==> src/rtl/cache_lookup_ctrl.sv <==
// cache_lookup_ctrl: per-request lookup controller for a 4-way set-associative
// L2 tag store. It holds the tag, valid, dirty and LRU state. It resolves hit or
// miss and, on a miss, picks a victim. It writes back a dirty victim, fetches the
// fill, installs the new tag and then responds. Tags and state only; there is no
// data array.
//
// Ports:
//   clock, reset          rising-edge clock, async active-high reset
//   req_valid/req_ready   request handshake (req_write, req_tag, req_index)
//   resp_valid/resp_ready response handshake (resp_hit, resp_way)
//   mem_req_valid         memory request pending (mem_req_write: 1 = writeback)
//   mem_req_addr          {tag, index} of the memory request
//   mem_ack               one-cycle completion pulse from memory
//   hit_count/miss_count  saturating lookup statistics
//
// Macro CACHE_STATS_EN: when defined, hit_count/miss_count are live 32-bit
// saturating counters; otherwise both ports are tied to zero.

// Equality comparator for one way.
module cache_tag_cmp #(
   parameter int unsigned tagBits = 10
) (
   input  logic [tagBits-1:0] tag_a,
   input  logic [tagBits-1:0] tag_b,
   output logic               match_c
);
   assign match_c = (tag_a == tag_b);
endmodule

module cache_lookup_ctrl #(
   parameter int unsigned tagBits   = 10,
   parameter int unsigned indexBits = 4,
   parameter int unsigned WAYS      = 4
) (
   input  logic                          clock,
   input  logic                          reset,
   input  logic                          req_valid,
   output logic                          req_ready,
   input  logic                          req_write,
   input  logic [tagBits-1:0]            req_tag,
   input  logic [indexBits-1:0]          req_index,
   output logic                          resp_valid,
   input  logic                          resp_ready,
   output logic                          resp_hit,
   output logic [1:0]                    resp_way,
   output logic                          mem_req_valid,
   output logic                          mem_req_write,
   output logic [tagBits+indexBits-1:0]  mem_req_addr,
   input  logic                          mem_ack,
   output logic [31:0]                   hit_count,
   output logic [31:0]                   miss_count
);
   localparam int unsigned SETS    = 1 << indexBits;
   localparam int unsigned wayBits = 2;
   localparam int unsigned ADDR_W  = tagBits + indexBits;

   typedef enum logic [2:0] {IDLE, COMPARE, WRITEBACK, FILL, RESPOND} state_t;

   state_t state, state_n;

   // Tag store and per-way state.
   logic [tagBits-1:0] tag_mem   [SETS][WAYS];
   logic [WAYS-1:0]    valid_mem [SETS];
   logic [WAYS-1:0]    dirty_mem [SETS];
   logic [wayBits-1:0] age_mem   [SETS][WAYS];

   // Latched request and chosen victim.
   logic [tagBits-1:0]   lat_tag;
   logic [indexBits-1:0] lat_index;
   logic                 lat_write;
   logic [wayBits-1:0]   vic_way;

   logic [WAYS-1:0]    match_c;
   logic [WAYS-1:0]    hit_vec;
   logic               hit_any;
   logic [wayBits-1:0] hit_way;
   logic               inv_found;
   logic [wayBits-1:0] inv_way;
   logic [wayBits-1:0] lru_way;
   logic [wayBits-1:0] victim;
   logic               accept;
   logic               upd_en;
   logic [wayBits-1:0] upd_way;
   logic [wayBits-1:0] upd_age;
   logic               fill_en;
   logic [ADDR_W-1:0]  addr_n;

   // One comparator per way against the latched request tag.
   for (genvar g = 0; g < WAYS; g++) begin : g_cmp
      cache_tag_cmp #(.tagBits(tagBits)) u_cmp (
         .tag_a   (lat_tag),
         .tag_b   (tag_mem[lat_index][g]),
         .match_c (match_c[g])
      );
   end

   assign hit_vec = valid_mem[lat_index] & match_c;
   assign hit_any = |hit_vec;

   // Hit way and victim: lowest matching way, lowest invalid way, else oldest way.
   always_comb begin
      inv_found = 1'b0;
      inv_way   = '0;
      lru_way   = '0;
      hit_way   = '0;
      for (int w = int'(WAYS) - 1; w >= 0; w--) begin
         if (!valid_mem[lat_index][w]) begin
            inv_found = 1'b1;
            inv_way   = wayBits'(w);
         end
         if (hit_vec[w]) hit_way = wayBits'(w);
      end
      for (int w = 0; w < int'(WAYS); w++) begin
         if (age_mem[lat_index][w] == wayBits'(WAYS - 1)) lru_way = wayBits'(w);
      end
      victim = inv_found ? inv_way : lru_way;
   end

   // State register.
   always_ff @(posedge clock or posedge reset) begin
      if (reset) state <= IDLE;
      else       state <= state_n;
   end

   // Next state and per-cycle actions.
   always_comb begin
      state_n = state;
      accept  = 1'b0;
      upd_en  = 1'b0;
      upd_way = '0;
      fill_en = 1'b0;
      addr_n  = '0;
      case (state)
         IDLE: begin
            if (req_valid && req_ready) begin
               accept  = 1'b1;
               state_n = COMPARE;
            end
         end
         COMPARE: begin
            if (hit_any) begin
               upd_en  = 1'b1;
               upd_way = hit_way;
               state_n = RESPOND;
            end else if (valid_mem[lat_index][victim] && dirty_mem[lat_index][victim]) begin
               addr_n  = {tag_mem[lat_index][victim], lat_index};
               state_n = WRITEBACK;
            end else begin
               addr_n  = {lat_tag, lat_index};
               state_n = FILL;
            end
         end
         WRITEBACK: begin
            addr_n = mem_req_addr;
            if (mem_ack) begin
               addr_n  = {lat_tag, lat_index};
               state_n = FILL;
            end
         end
         FILL: begin
            addr_n = {lat_tag, lat_index};
            if (mem_ack) begin
               upd_en  = 1'b1;
               upd_way = vic_way;
               fill_en = 1'b1;
               addr_n  = '0;
               state_n = RESPOND;
            end
         end
         RESPOND: begin
            if (resp_ready) state_n = IDLE;
         end
         default: state_n = IDLE;
      endcase
   end

   assign upd_age = age_mem[lat_index][upd_way];

   // Registered outputs and request latch.
   always_ff @(posedge clock or posedge reset) begin
      if (reset) begin
         req_ready     <= 1'b1;
         resp_valid    <= 1'b0;
         resp_hit      <= 1'b0;
         resp_way      <= '0;
         mem_req_valid <= 1'b0;
         mem_req_write <= 1'b0;
         mem_req_addr  <= '0;
         lat_tag       <= '0;
         lat_index     <= '0;
         lat_write     <= 1'b0;
         vic_way       <= '0;
      end else begin
         req_ready     <= (state_n == IDLE);
         resp_valid    <= (state_n == RESPOND);
         mem_req_valid <= (state_n == WRITEBACK) || (state_n == FILL);
         mem_req_write <= (state_n == WRITEBACK);
         mem_req_addr  <= addr_n;
         if (accept) begin
            lat_tag   <= req_tag;
            lat_index <= req_index;
            lat_write <= req_write;
         end
         if (state == COMPARE) vic_way <= victim;
         if (state == COMPARE && hit_any) begin
            resp_hit <= 1'b1;
            resp_way <= hit_way;
         end else if (fill_en) begin
            resp_hit <= 1'b0;
            resp_way <= vic_way;
         end
      end
   end

   // Valid, dirty and LRU ages; ages stay a permutation of 0..WAYS-1 per set.
   always_ff @(posedge clock or posedge reset) begin
      if (reset) begin
         for (int s = 0; s < int'(SETS); s++) begin
            valid_mem[s] <= '0;
            dirty_mem[s] <= '0;
            for (int w = 0; w < int'(WAYS); w++) age_mem[s][w] <= wayBits'(w);
         end
      end else begin
         if (fill_en) begin
            valid_mem[lat_index][vic_way] <= 1'b1;
            dirty_mem[lat_index][vic_way] <= lat_write;
         end else if (upd_en && lat_write) begin
            dirty_mem[lat_index][upd_way] <= 1'b1;
         end
         if (upd_en) begin
            for (int w = 0; w < int'(WAYS); w++) begin
               if (wayBits'(w) == upd_way)
                  age_mem[lat_index][w] <= '0;
               else if (age_mem[lat_index][w] < upd_age)
                  age_mem[lat_index][w] <= age_mem[lat_index][w] + 1'b1;
            end
         end
      end
   end

   // Tag array needs no reset; valid bits qualify every entry.
   always_ff @(posedge clock) begin
      if (fill_en) tag_mem[lat_index][vic_way] <= lat_tag;
   end

`ifdef CACHE_STATS_EN
   // Saturating lookup statistics, counted on the COMPARE cycle.
   always_ff @(posedge clock or posedge reset) begin
      if (reset) begin
         hit_count  <= '0;
         miss_count <= '0;
      end else if (state == COMPARE) begin
         if (hit_any && hit_count != '1)    hit_count  <= hit_count + 32'd1;
         if (!hit_any && miss_count != '1)  miss_count <= miss_count + 32'd1;
      end
   end
`else
   assign hit_count  = '0;
   assign miss_count = '0;
`endif

   // A tag may live in at most one way of a set.
   always_ff @(posedge clock) begin
      if (!reset && state == COMPARE) begin
         multi_hit_chk: assert ($onehot0(hit_vec));
      end
   end

endmodule
==> config.mk <==
export PLATFORM = sky130hd
export DESIGN_NAME = cache_lookup_ctrl
export DESIGN_NICKNAME = d
export VERILOG_FILES = /design/src/rtl/cache_lookup_ctrl.sv
export SDC_FILE = /design/constraint.sdc
export NUM_CORES = 1
export LEC_CHECK = 0
export CAP_MARGIN = 10
export CORE_UTILIZATION = 25
export DETAILED_ROUTE_END_ITERATION = 10
export PLACE_DENSITY_LB_ADDON = 0.2
export SKIP_CTS_REPAIR_TIMING = 1
export SYNTH_ARGS = -nofsm -noshare
export SYNTH_HDL_FRONTEND = slang
export SYNTH_SLANG_ARGS = --single-unit
==> constraint.sdc <==
create_clock -name clock -period 9.9 [get_ports clock]
set_clock_uncertainty 0.05 [all_clocks]
set_input_delay 2.475 -clock clock [delete_from_list [all_inputs] [get_ports clock]]
set_output_delay 2.475 -clock clock [all_outputs]
set_load 0.02 [all_outputs]
; ---- After elaboration in Yosys (flattened, before gate mapping)
; Memories as Yosys holds them, arrays and structs flattened.
; Cells that the tools add are included.
[totals]
ff_bits = 297
mem_count = 1
input_bits = 20
out_inout_bits = 85
wordCells = 274
ram_bits = 640
[memory_table]
columns = memory, depth, width, read_ports, rd_ports_with_merged_regs, wr, line
row1 = tag_mem, 16, 40, 1, 0, 1, 62  ; logic [tagBits-1:0] tag_mem [SETS][WAYS];
[op_classes]
bitwise_logic = 15
n_addsub = 4
n_mux = 98
n_eq_ne = 18
order_cmp = 15
n_reduce_logical = 15
[op_table]
columns = operator, count
row1 = 2-to-1 mux 128 bit, 11
row2 = bitwise AND 128 bit, 4
row3 = bitwise mux 128 bit, 4
row4 = inverter 128 bit, 4
row5 = demux 8 bit (select 4 bit), 4
row6 = 2-to-1 mux 64 bit, 2
row7 = bitwise OR 64 bit, 2
row8 = bitwise mux 64 bit, 1
row9 = 2-to-1 mux 14 bit, 4
row10 = one-hot mux 14 bit (3 select lines), 1
row11 = == test 10 bit, 4
row12 = 2-to-1 mux 40 bit, 1
row13 = 2-to-1 mux 2 bit, 18
row14 = binary-select mux 4 bit (select 4 bit), 2
row15 = binary-select mux 8 bit (select 4 bit), 1
row16 = demux 4 bit (select 4 bit), 2
row17 = 2-to-1 mux 10 bit, 3
row18 = 2-to-1 mux 4 bit, 7
row19 = 2-to-1 mux 8 bit, 3
row20 = binary-select mux 10 bit (select 2 bit), 1
row21 = demux 10 bit (select 2 bit), 1
row22 = 2-to-1 mux 1 bit, 18
row23 = 2-to-1 mux 3 bit, 5
row24 = one-hot mux 3 bit (5 select lines), 1
row25 = 30 further kinds, 61

; ---- Longest topological paths before layout
; Gate-level depths: netlist (run 1).
[depth]
depth_word = 30
ltp_mapped = 23
ltp_nobuf = 15

; ---- Modules after synthesis
; Synthesis (run 1) repeated with hierarchy kept, for this count alone.
[unflattened]
hier_cells = 2276
area_unflattened_um2 = 39325.2
[modules_own_cells]
columns = mod, n_inst, seq_area_each_um2, cells_per_inst, area_per_inst_um2
row1 = cache_lookup_ctrl, 1, 26731.9, 2224, 38874.8
row2 = cache_tag_cmp, 4, 0.0, 13, 112.6

; ---- Least setup slack after synthesis (run 1)
; OpenSTA, ideal clock, no wires.
[synth_path]
path_type = input to register
start = in mem_ack
end = reg age_mem[126] (netlist bit)
setup_ns = 0.127
required_ns = 9.723
stages = 11
arrival_ns = 4.668
setup_slack_ns = 5.054
n_path_buf = 3
cell_sequence = and3_1 > clkbuf_1 > and2_1 > clkbuf_1 > a21oi_4 > a211oi_4 > nand2_1 > a211oi_2 > clkbuf_1 > nand2b_1 > mux2_1
[synth_via]
elab_chain_cells = 21
elab_cells_between_ends = 33
classes_between = order compare (4) / eq/ne (3) / mux (21) / bitwise (4) / reduce/logical (1)
[synth_lines]
columns = element, line
row1 = from (decl), 49  ; input logic mem_ack,
row2 = 2-to-1 mux 2 bit, 162  ; if (mem_ack) begin
row3 = one-hot mux 2 bit (2 select lines), 133  ; case (state)
row4 = inverter 2 -> 3 bit (implied by the code), 177  ; assign upd_age = age_mem[lat_index][upd_way];
row5 = binary-select mux 2 bit (select 2 bit), 177
row6 = 2-to-1 mux 2 bit (implied by the code) (2 in a row), 177
row7 = < comparator 2 bit, 234  ; else if (age_mem[lat_index][w] < upd_age)
row8 = 2-to-1 mux 128 bit, 234
row9 = 2-to-1 mux 128 bit, 232  ; if (wayBits'(w) == upd_way)
row10 = (+4 left out), --
row11 = 2-to-1 mux 128 bit, 230  ; if (upd_en) begin
row12 = bitwise mux 128 bit, 235  ; age_mem[lat_index][w] <= age_mem[lat_index][w] + 1'b1;
row13 = 2-to-1 mux 128 bit, 234
row14 = 2-to-1 mux 128 bit, 232
row15 = 2-to-1 mux 128 bit, 230
row16 = bitwise mux 128 bit, 235
row17 = 2-to-1 mux 128 bit, 234
row18 = 2-to-1 mux 128 bit, 232
row19 = "to (signal, indexed assignment)", 235
row20 = to (decl), 65  ; logic [wayBits-1:0] age_mem [SETS][WAYS];
; Parallel ways exist; a longest one is shown, timed or not. The select of a mux whose other input is x is not followed.
; A chain may end at the register's enable or synchronous reset.

; ---- Final worst setup path (run 1)
[layout_path]
start = reg lat_index[3]
end = reg age_mem[119] (netlist bit)
[layout_via]
elab_chain_cells = 30
elab_cells_between_ends = 69
classes_between = add/sub (4) / order compare (6) / eq/ne (7) / mux (37) / bitwise (11) / reduce/logical (3) / memory (1)
[layout_lines]
columns = element, line
row1 = from (decl), 69  ; logic [indexBits-1:0] lat_index;
row2 = from (signal assigned), 201  ; lat_index <= req_index;
row3 = branches (longest 30 deep; another with memory read (16 x 40 bit)), --
; Several ways; the timed one is not identified. The select of a mux whose other input is x is not followed.

==> flow_summary.yaml, run 1 <==
power:
  p_sw_frac: 0.363
  p_int_mw: 8.91
  power_frac_clock: 0.295
  leakagePower_nw: 17.0
  ir_drop_uv: 183
  seq_power_share: 0.366
  pwr_density_cell_nw_per_um2: 293
  p_comb_frac: 0.339
  p_sw_mw: 5.08
  power_mw: 14.0
sta:
  timing.fmax_mhz: 146
  period_share: 0.691
  slew_violations: 0
  hold_ws_ns: 0.411
  setup_violations: 0
  setup_tns_ns: 0
  rsz0062_at_grt: "false"
  period_minus_slack_ns: 6.84
  relSlewSlack: 0.179
  worst_slew_pin_slew_ns: 1.23
  hold_violations: 0
setup_path:
  crit_arrival_ns: 7.39
  crit_path_start: "lat_index[3]$_DFFE_PP0P_"
  cp.required_ns: 10.45
  crit_path_end: "age_mem[119]$_DFFE_PP0P_"
  start_kind: "flip-flop"
  endpoint_kind: "flip-flop"
  r2r-end: "age_mem[119]$_DFFE_PP0P_"
  worst-path-max-fanout: 44
  r2r_cells: 14
  path_class: "reg2reg"
  r2r_start: "lat_index[3]$_DFFE_PP0P_"
  ff2ff_setup_slack_ns: 3.06
cells_and_area:
  drive_above_1_share: 0.264
  stdcell_area_sq_um: 47800
  layout_commonest_cell: "edfxtp_1"
  layout_common_cells: "edfxtp_1 (640), dfrtp_1 (218), mux4_2 (217), a21oi_1 (159), nor2_1 (138)"
  final_net_count: 2721
  final_util: 0.293
  area_delta_synth_final_pct: 16.3
global_routing:
  grtUsageMet3: 0.0303
  grt_pass1_vias: 24600
  use_met2: 0.237
  met1_usage: 0.219
  grt.busiest_layer: "met2"
  grt_overflow_total: 0
  grt_max_degree: 139
  grt_pass1_wl_um: 185000
  antenna_found_initial: 1
  groute.usage.overall: 0.153
synth:
  yosys_warnings: 0
  synth_edf_count: 640
  ys_ff_latch: 937
  ys_seq_area_frac: 0.650
  syn_avg_cell_area_sq_um: 15.9
  yosys.area.top_type: "edfxtp_1"
  ys.flop_type: "edfxtp_1"
  synth_area_leaders: "edfxtp_1 (47%), dfrtp_1 (14%), mux4_2 (12%)"
  synth_cells: 2591
  async_flop_share: 0.317
  synth_top_area_share: 0.468
  ys_types: 89
  netlist_area_sq_um: 41100
drt:
  postRouteAntennaNets: 0
  first_pass_iters: 8
  viasPerCell: 4.85
  post_drt_wl_per_cell_um: 25.9
  drt-total-wl_um: 129000
  vias: 24100
  drt_iter0_drc: 2444
  drc: 0
placement:
  io_buffers: 40
  place_area_sq_um: 44100
  dp_hpwl_um: 83400
  gp_congestion: 0.850
die:
  die_h_um: 407
  rows: 148
  die_x_um: 407
  initial_core_util: 0.252
  core-area_sq_um: 163000
  dieArea_sq_um: 166000
  io_pins: 105
clock_network:
  cts_buffers: 106
  clk_latency_ns: 0.74
  cts_buffer_depth: 3
  clkTransAtPathRegs_ns: 0.07
  root_buffer: "clkbuf_16"
  h-tree-depth: 3
  cts.sinks: 937
  cts_tree: "built"
run:
  max-cap-violations: 0
min_path:
  hold_path_class: "reg2reg"
  min_path_cells: 1
outcome:
  status: "finished clean"
==> through the flow <==
stage / cells / setup WS, ns
2_1_floorplan: 2654 / 3.48
3_3_place_gp: 4757 / 2.73
3_5_place_dp: 4760 / 3.10
4_1_cts: 4961 / 3.02
5_1_grt: 4966 / 2.71
6_report: 4967 / 3.06
==> critical path, stage by stage, from the launching register on <==
cell      delay, ns
dfrtp_4        0.94
buf_4          0.70
and2_1         0.74
a22oi_1        0.24
a21oi_1        0.20
o221a_2        0.21
a41oi_1        0.14
nor4b_1        1.00
or2_2          0.32
a21oi_4        0.13
a211oi_4       0.38
nand2_1        0.14
a211oi_2       0.78
nand2b_1       0.24
mux2_2         0.35
==> cell families (layout without fill, tap and decap cells) <==
kind of cell	count (synthesis)	count (layout)	share of synthesized area
DFF	937	937	0.650
and+or+nand+nor	461	461	0.0544
AOI/OAI and AO/OA	480	480	0.0783
muxes	424	424	0.172
xor gates and xnor gates	45	45	0.00959
other	1	65	0.0000912
buffers and inverters	239	376	0.0339
adders and majority gates	4	4	0.00119
==> flip-flops by register name, indices dropped and copies added, names as in the netlist, 3 cells and up <==
name / cells
age_mem: 128
dirty_mem: 64
lat_index: 4
lat_tag: 10
mem_req_addr: 14
state: 3
tag_mem: 640
valid_mem: 64
==> cell usage after synthesis (5+ instances only) <==
library cell,instances
a211oi_1,14
a211oi_2,5
a21o_1,6
a21oi_1,159
a221oi_1,8
a22o_1,76
a22oi_1,42
a31oi_1,6
a32oi_1,5
and2_1,9
and3_1,8
buf_1,12
buf_2,38
buf_4,92
buf_6,14
clkbuf_1,59
clkinv_1,7
dfrtp_1,232
dfstp_2,65
edfxtp_1,640
inv_1,16
mux2_1,27
mux2_2,41
mux2i_1,137
mux4_2,217
nand2_1,131
nand2b_1,19
nand3_1,18
nand4_1,8
nor2_1,143
nor2b_1,12
nor3_1,13
nor3_2,6
o21ai_0,82
o21ai_1,13
o22ai_1,12
or2_2,70
xnor2_1,41
==> cell type report <==
| type | instances | area, sq um |
|---|---|---|
| fillers | 16200 | 115000 |
| well taps | 2175 | 2720 |
| flip-flops and latches | 937 | 26800 |
| clock inverters | 54 | 658 |
| diodes | 1 | 2.50 |
| multi-input cells | 1478 | 13200 |
| clock buffers | 147 | 3040 |
| repair buffers | 151 | 1290 |
| inverters | 24 | 95.1 |
==> how the worst min path moves through the flow <==
stage                                          from                        end
after floorplan           valid_mem[20]$_DFFE_PP0P_  valid_mem[20]$_DFFE_PP0P_
after detailed placement   valid_mem[5]$_DFFE_PP0P_   valid_mem[5]$_DFFE_PP0P_
after global routing      valid_mem[19]$_DFFE_PP0P_  valid_mem[19]$_DFFE_PP0P_
after CTS                 valid_mem[15]$_DFFE_PP0P_  valid_mem[15]$_DFFE_PP0P_
final                     valid_mem[30]$_DFFE_PP0P_  valid_mem[30]$_DFFE_PP0P_
after global placement    valid_mem[53]$_DFFE_PP0P_  valid_mem[53]$_DFFE_PP0P_
==> layer usage <==
layer	vias to the layer above	share of wire
li1	10200	-
met2	906	0.46
met5	-	0
met1	12800	0.46
met3	158	0.065
met4	0	0.021
==> power groups by stage <==
stage	sequential [mW]	combinational [mW]	clock [mW]
after global placement	5.19	4.69	0
after global routing	5.16	5.00	4.37
final	5.12	4.74	4.13
after detailed placement	5.21	4.74	0
after floorplan	5.17	2.97	0
after CTS	5.13	4.76	4.23
Note: power is estimated with default switching activity, not from simulation.
==> run 2, diff against run 1 <==
- clock period: 9.9 -> 6.02 ns (I/O delays scaled with it)
==> run 2 against run 1 <==
First-iteration DRC count decreased by 2.0%. Sequential cell count stayed put. Die area unchanged. Hold slack improved by 0.00069 ns. Core utilization up 0.35 points. Combinational power grew 73%. Highest routed layer is now met5. Sequential share of layout area is 0.66 points lower. Count of clock-buffer cells in the layout decreased by 12.
==> flow_summary.yaml, run 2 (synthesized netlist as in run 1, its figures left out) <==
global_routing:
  groute.usage.overall: 0.154
  antenna_found_initial: 4
  grt_pass1_vias: 24900
  grt.busiest_layer: "met2"
  use_met2: 0.238
  grt_pass1_wl_um: 186000
  grt_overflow_total: 0
  met1_usage: 0.217
  grt_max_degree: 141
  grtUsageMet3: 0.0288
min_path:
  hold_path_class: "reg2reg"
  min_path_cells: 1
cells_and_area:
  largestRegisters: "tag_mem (640), age_mem (128)"
  layout_common_cells: "edfxtp_1 (640), dfrtp_1 (218), mux4_2 (217), buf_4 (184), a21oi_1 (159)"
  fillCellCount: 16100
  stdcell_area_sq_um: 48400
  layout_commonest_cell: "edfxtp_1"
  drive_above_1_share: 0.282
  largest-register: "tag_mem"
  area_delta_synth_final_pct: 17.7
  final_net_count: 2807
  largest_reg_flops: 640
  final_util: 0.297
clock_network:
  clkTransAtPathRegs_ns: 0.06
  cts_buffers: 104
  root_buffer: "clkbuf_16"
  cts_tree: "built"
  cts_buffer_depth: 3
  h-tree-depth: 3
  clk_latency_ns: 0.72
  cts.sinks: 937
die:
  die_x_um: 407
  die_h_um: 407
  initial_core_util: 0.252
  io_pins: 105
  dieArea_sq_um: 166000
  rows: 148
  core-area_sq_um: 163000
setup_path:
  ff2ff_setup_slack_ns: 0.51
  worst-path-max-fanout: 47
  start_kind: "flip-flop"
  r2r_cells: 15
  endpoint_kind: "flip-flop"
  crit_arrival_ns: 6.11
  path_class: "reg2reg"
  cp.required_ns: 6.62
placement:
  place_area_sq_um: 44900
  place_ws_ns: 0.545
  io_buffers: 40
  gp_congestion: 0.843
  dp_hpwl_um: 84800
sta:
  setup_violations: 0
  fin_ws_ns: 0.507
  rsz0062_at_grt: "false"
  setup_tns_ns: 0
  period_minus_slack_ns: 5.51
  timing.fmax_mhz: 181
  slew_violations: 0
  relSlewSlack: 0.290
  period_share: 0.916
  hold_violations: 0
  worst_slew_pin_slew_ns: 1.06
drt:
  post_drt_wl_per_cell_um: 25.5
  drt_iter0_drc: 2394
  first_pass_iters: 5
  viasPerCell: 4.84
  vias: 24400
  drc: 0
  postRouteAntennaNets: 0
  drt-total-wl_um: 129000
power:
  leakagePower_nw: 17.4
  pwr_density_cell_nw_per_um2: 476
  ir_drop_uv: 227
outcome:
  status: "finished clean"
run:
  max-cap-violations: 0
==> run 2: metal layers <==
metal	up-vias	routed length (um)
met3	202	7680
met2	917	59000
li1	10400	-
met4	2	3670
met5	-	34
met1	12900	58400
==> run 2: critical path, cell delays in order (launching register included) <==
cell,delay [ns]
dfrtp_4,0.73
buf_12,0.38
buf_4,0.36
mux2i_1,0.23
a22oi_1,0.14
a21o_1,0.22
a221oi_1,0.36
nand4_1,0.19
a211oi_2,0.54
nor3_2,0.20
a21oi_4,0.36
mux2i_1,0.17
a211oi_1,0.33
maj3_2,0.28
and3_1,0.60
a22o_1,0.26
==> run 2: final timing paths <==
path                                           startpoint                        end
worst max-delay path             lat_index[3]$_DFFE_PP0P_    age_mem[85]$_DFFE_PP0P_
worst min-delay path            valid_mem[22]$_DFFE_PP0P_  valid_mem[22]$_DFFE_PP0P_
worst max register to register   lat_index[3]$_DFFE_PP0P_    age_mem[85]$_DFFE_PP0P_
worst min register to register  valid_mem[22]$_DFFE_PP0P_  valid_mem[22]$_DFFE_PP0P_
max in group asynchronous                           reset   lat_index[0]$_DFFE_PP0P_
min in group asynchronous                           reset  valid_mem[31]$_DFFE_PP0P_
==> run 2: cell type report <==
cell class	count	area, sq um	area share
Clock inverter	61	634	0.0131
Sequential cell	937	26800	0.553
Inverter	24	95.1	0.00197
Tap cell	2175	2720	0.0562
Timing Repair Buffer	239	2080	0.0430
Clock buffer	135	2840	0.0587
Multi-Input combinational cell	1478	13200	0.274
Antenna cell	3	7.51	0.000155
==> run 2: through the flow <==
step           hold slack [ns]  total power [mW]  instances
2_1_floorplan            0.384              13.4       2654
3_3_place_gp             0.395              16.7       4853
3_5_place_dp             0.397              16.7       4853
4_1_cts                  0.415              23.3       5049
5_1_grt                  0.426              24.0       5049
6_report                 0.411              23.0       5052
==> run 2: power by group <==
part           internal (mW)  switching [mW]
logic                   3.04            5.18
registers               7.88           0.461
clock network           3.81            2.68
total                   14.7            8.33
==> run 3, diff against run 2 <==
- ABC_CLOCK_PERIOD_IN_PS: unset -> 6020
- CORE_UTILIZATION: 25 -> 47
==> run 3 against run 2 <==
Non-clock buffer count is 25 lower. Count of clock-buffer cells in the layout decreased by 5. Largest power group unchanged. Setup slack got worse by 0.32 ns. First-iteration DRC count grew 15%. Register-to-register slack worse by 0.32 ns. Critical path type unchanged.
==> flow_summary.yaml, run 3 (synthesized netlist as in run 1, its figures left out) <==
sta:
  period_share: 0.970
  hold_ws_ns: 0.411
  period_minus_slack_ns: 5.84
  hold_violations: 0
  rsz0062_at_grt: "false"
  timing.fmax_mhz: 171
  setup_violations: 0
  slew_violations: 0
  worst_slew_pin_slew_ns: 1.22
  relSlewSlack: 0.187
  fin_ws_ns: 0.183
  setup_tns_ns: 0
placement:
  place_inst: 3808
  io_buffers: 40
  place_ws_ns: 0.210
  dp_hpwl_um: 77200
  gp_congestion: 0.943
  place_area_sq_um: 43400
setup_path:
  path_class: "reg2reg"
  endpoint_kind: "flip-flop"
  worst-path-max-fanout: 30
  r2r_cells: 15
  start_kind: "flip-flop"
  cp.required_ns: 6.56
  crit_arrival_ns: 6.38
global_routing:
  grt_pass1_vias: 24900
  grt_pass1_wl_um: 172000
  groute.usage.overall: 0.264
  grt_max_degree: 120
  grt_overflow_total: 0
  antenna_found_initial: 1
cells_and_area:
  largest-register: "tag_mem"
  drive_above_1_share: 0.272
  layout.cells.non_filler: 3990
  largestRegisters: "tag_mem (640), age_mem (128)"
  area_delta_synth_final_pct: 13.6
  final_net_count: 2774
  layout_commonest_cell: "edfxtp_1"
  layout_common_cells: "edfxtp_1 (640), dfrtp_1 (218), mux4_2 (217), buf_4 (164), a21oi_1 (159)"
  stdcell_area_sq_um: 46700
  largest_reg_flops: 640
min_path:
  min_path_cells: 1
  hold_path_class: "reg2reg"
power:
  leakagePower_nw: 17.1
  pwr_density_cell_nw_per_um2: 483
  ir_drop_uv: 352
drt:
  drt-total-wl_um: 116000
  drc: 0
  first_pass_iters: 6
  viasPerCell: 6.20
  vias: 24800
  post_drt_wl_per_cell_um: 29.1
  postRouteAntennaNets: 0
  drt_iter0_drc: 2756
die:
  die_h_um: 298
  dieArea_sq_um: 88600
  core-area_sq_um: 86800
  die_x_um: 298
  io_pins: 105
  rows: 108
  initial_core_util: 0.474
clock_network:
  clk_latency_ns: 0.68
  h-tree-depth: 3
  root_buffer: "clkbuf_16"
  cts.sinks: 937
  cts_buffer_depth: 3
  cts_buffers: 96
  cts_tree: "built"
  clkTransAtPathRegs_ns: 0.06
run:
  max-cap-violations: 0
outcome:
  status: "finished clean"
[run 3: cell types whose count changed in the layout (fill, tap and decap cells not counted), sizes merged]
cell and change:
buf -25, inv +2, clkbuf -5, diode -2, bufinv +1, clkinv -13
[run 3: through the flow]
step	util	power, mW
4_1_cts	0.538	22.5
5_1_grt	0.538	23.3
2_1_floorplan	-	13.4
3_5_place_dp	0.500	16.3
6_report	0.538	22.6
3_3_place_gp	0.500	16.2
[run 3: area by class of cell]
| class | count | area (sq um) |
|---|---|---|
| Tap cell | 1155 | 1450 |
| Clock buffer | 130 | 2670 |
| Multi-Input combinational cell | 1478 | 13200 |
| Clock inverter | 51 | 641 |
| Inverter | 24 | 93.8 |
| Timing Repair Buffer | 214 | 1830 |
| Fill cell | 6947 | 40100 |
| Sequential cell | 937 | 26800 |
| Antenna cell | 1 | 2.50 |
[run 3: path summary, 6_finish.rpt]
check                                           from                   endpoint  slack [ns]
hold reg to reg            valid_mem[53]$_DFFE_PP0P_  valid_mem[53]$_DFFE_PP0P_        0.41
hold / removal             valid_mem[53]$_DFFE_PP0P_  valid_mem[53]$_DFFE_PP0P_        0.41
min in group asynchronous                      reset    age_mem[26]$_DFFE_PP0P_        1.29
setup reg to reg            lat_index[1]$_DFFE_PP0P_    age_mem[37]$_DFFE_PP0P_        0.18
max in group asynchronous                      reset   lat_index[0]$_DFFE_PP0P_        3.42
setup / recovery            lat_index[1]$_DFFE_PP0P_    age_mem[37]$_DFFE_PP0P_        0.18
[run 3: critical path: stages, from the launching register on]
cell,delay (ns)
dfrtp_4,0.62
buf_12,0.30
buf_4,0.38
mux4_2,0.34
mux2i_1,0.35
xnor2_1,0.12
nor4bb_1,0.81
a41oi_1,0.17
or4b_4,0.61
a21oi_2,0.22
o21ai_2,0.16
o221a_4,0.17
a211oi_1,0.30
maj3_2,0.27
and3_1,0.61
a22o_1,0.26
[run 3: where the power goes]
group          switching [mW]  internal, mW
clock                    2.56          3.64
sequential              0.598          7.87
combinational            4.92          2.96
[run 3: routing by layer]
metal	track usage	vias up	part of all wire
met3	0.0624	210	0.097
met1	0.379	12900	0.42
met4	0.0784	0	0.028
met2	0.401	1273	0.46
met5	0	-	0
li1	-	10300	-
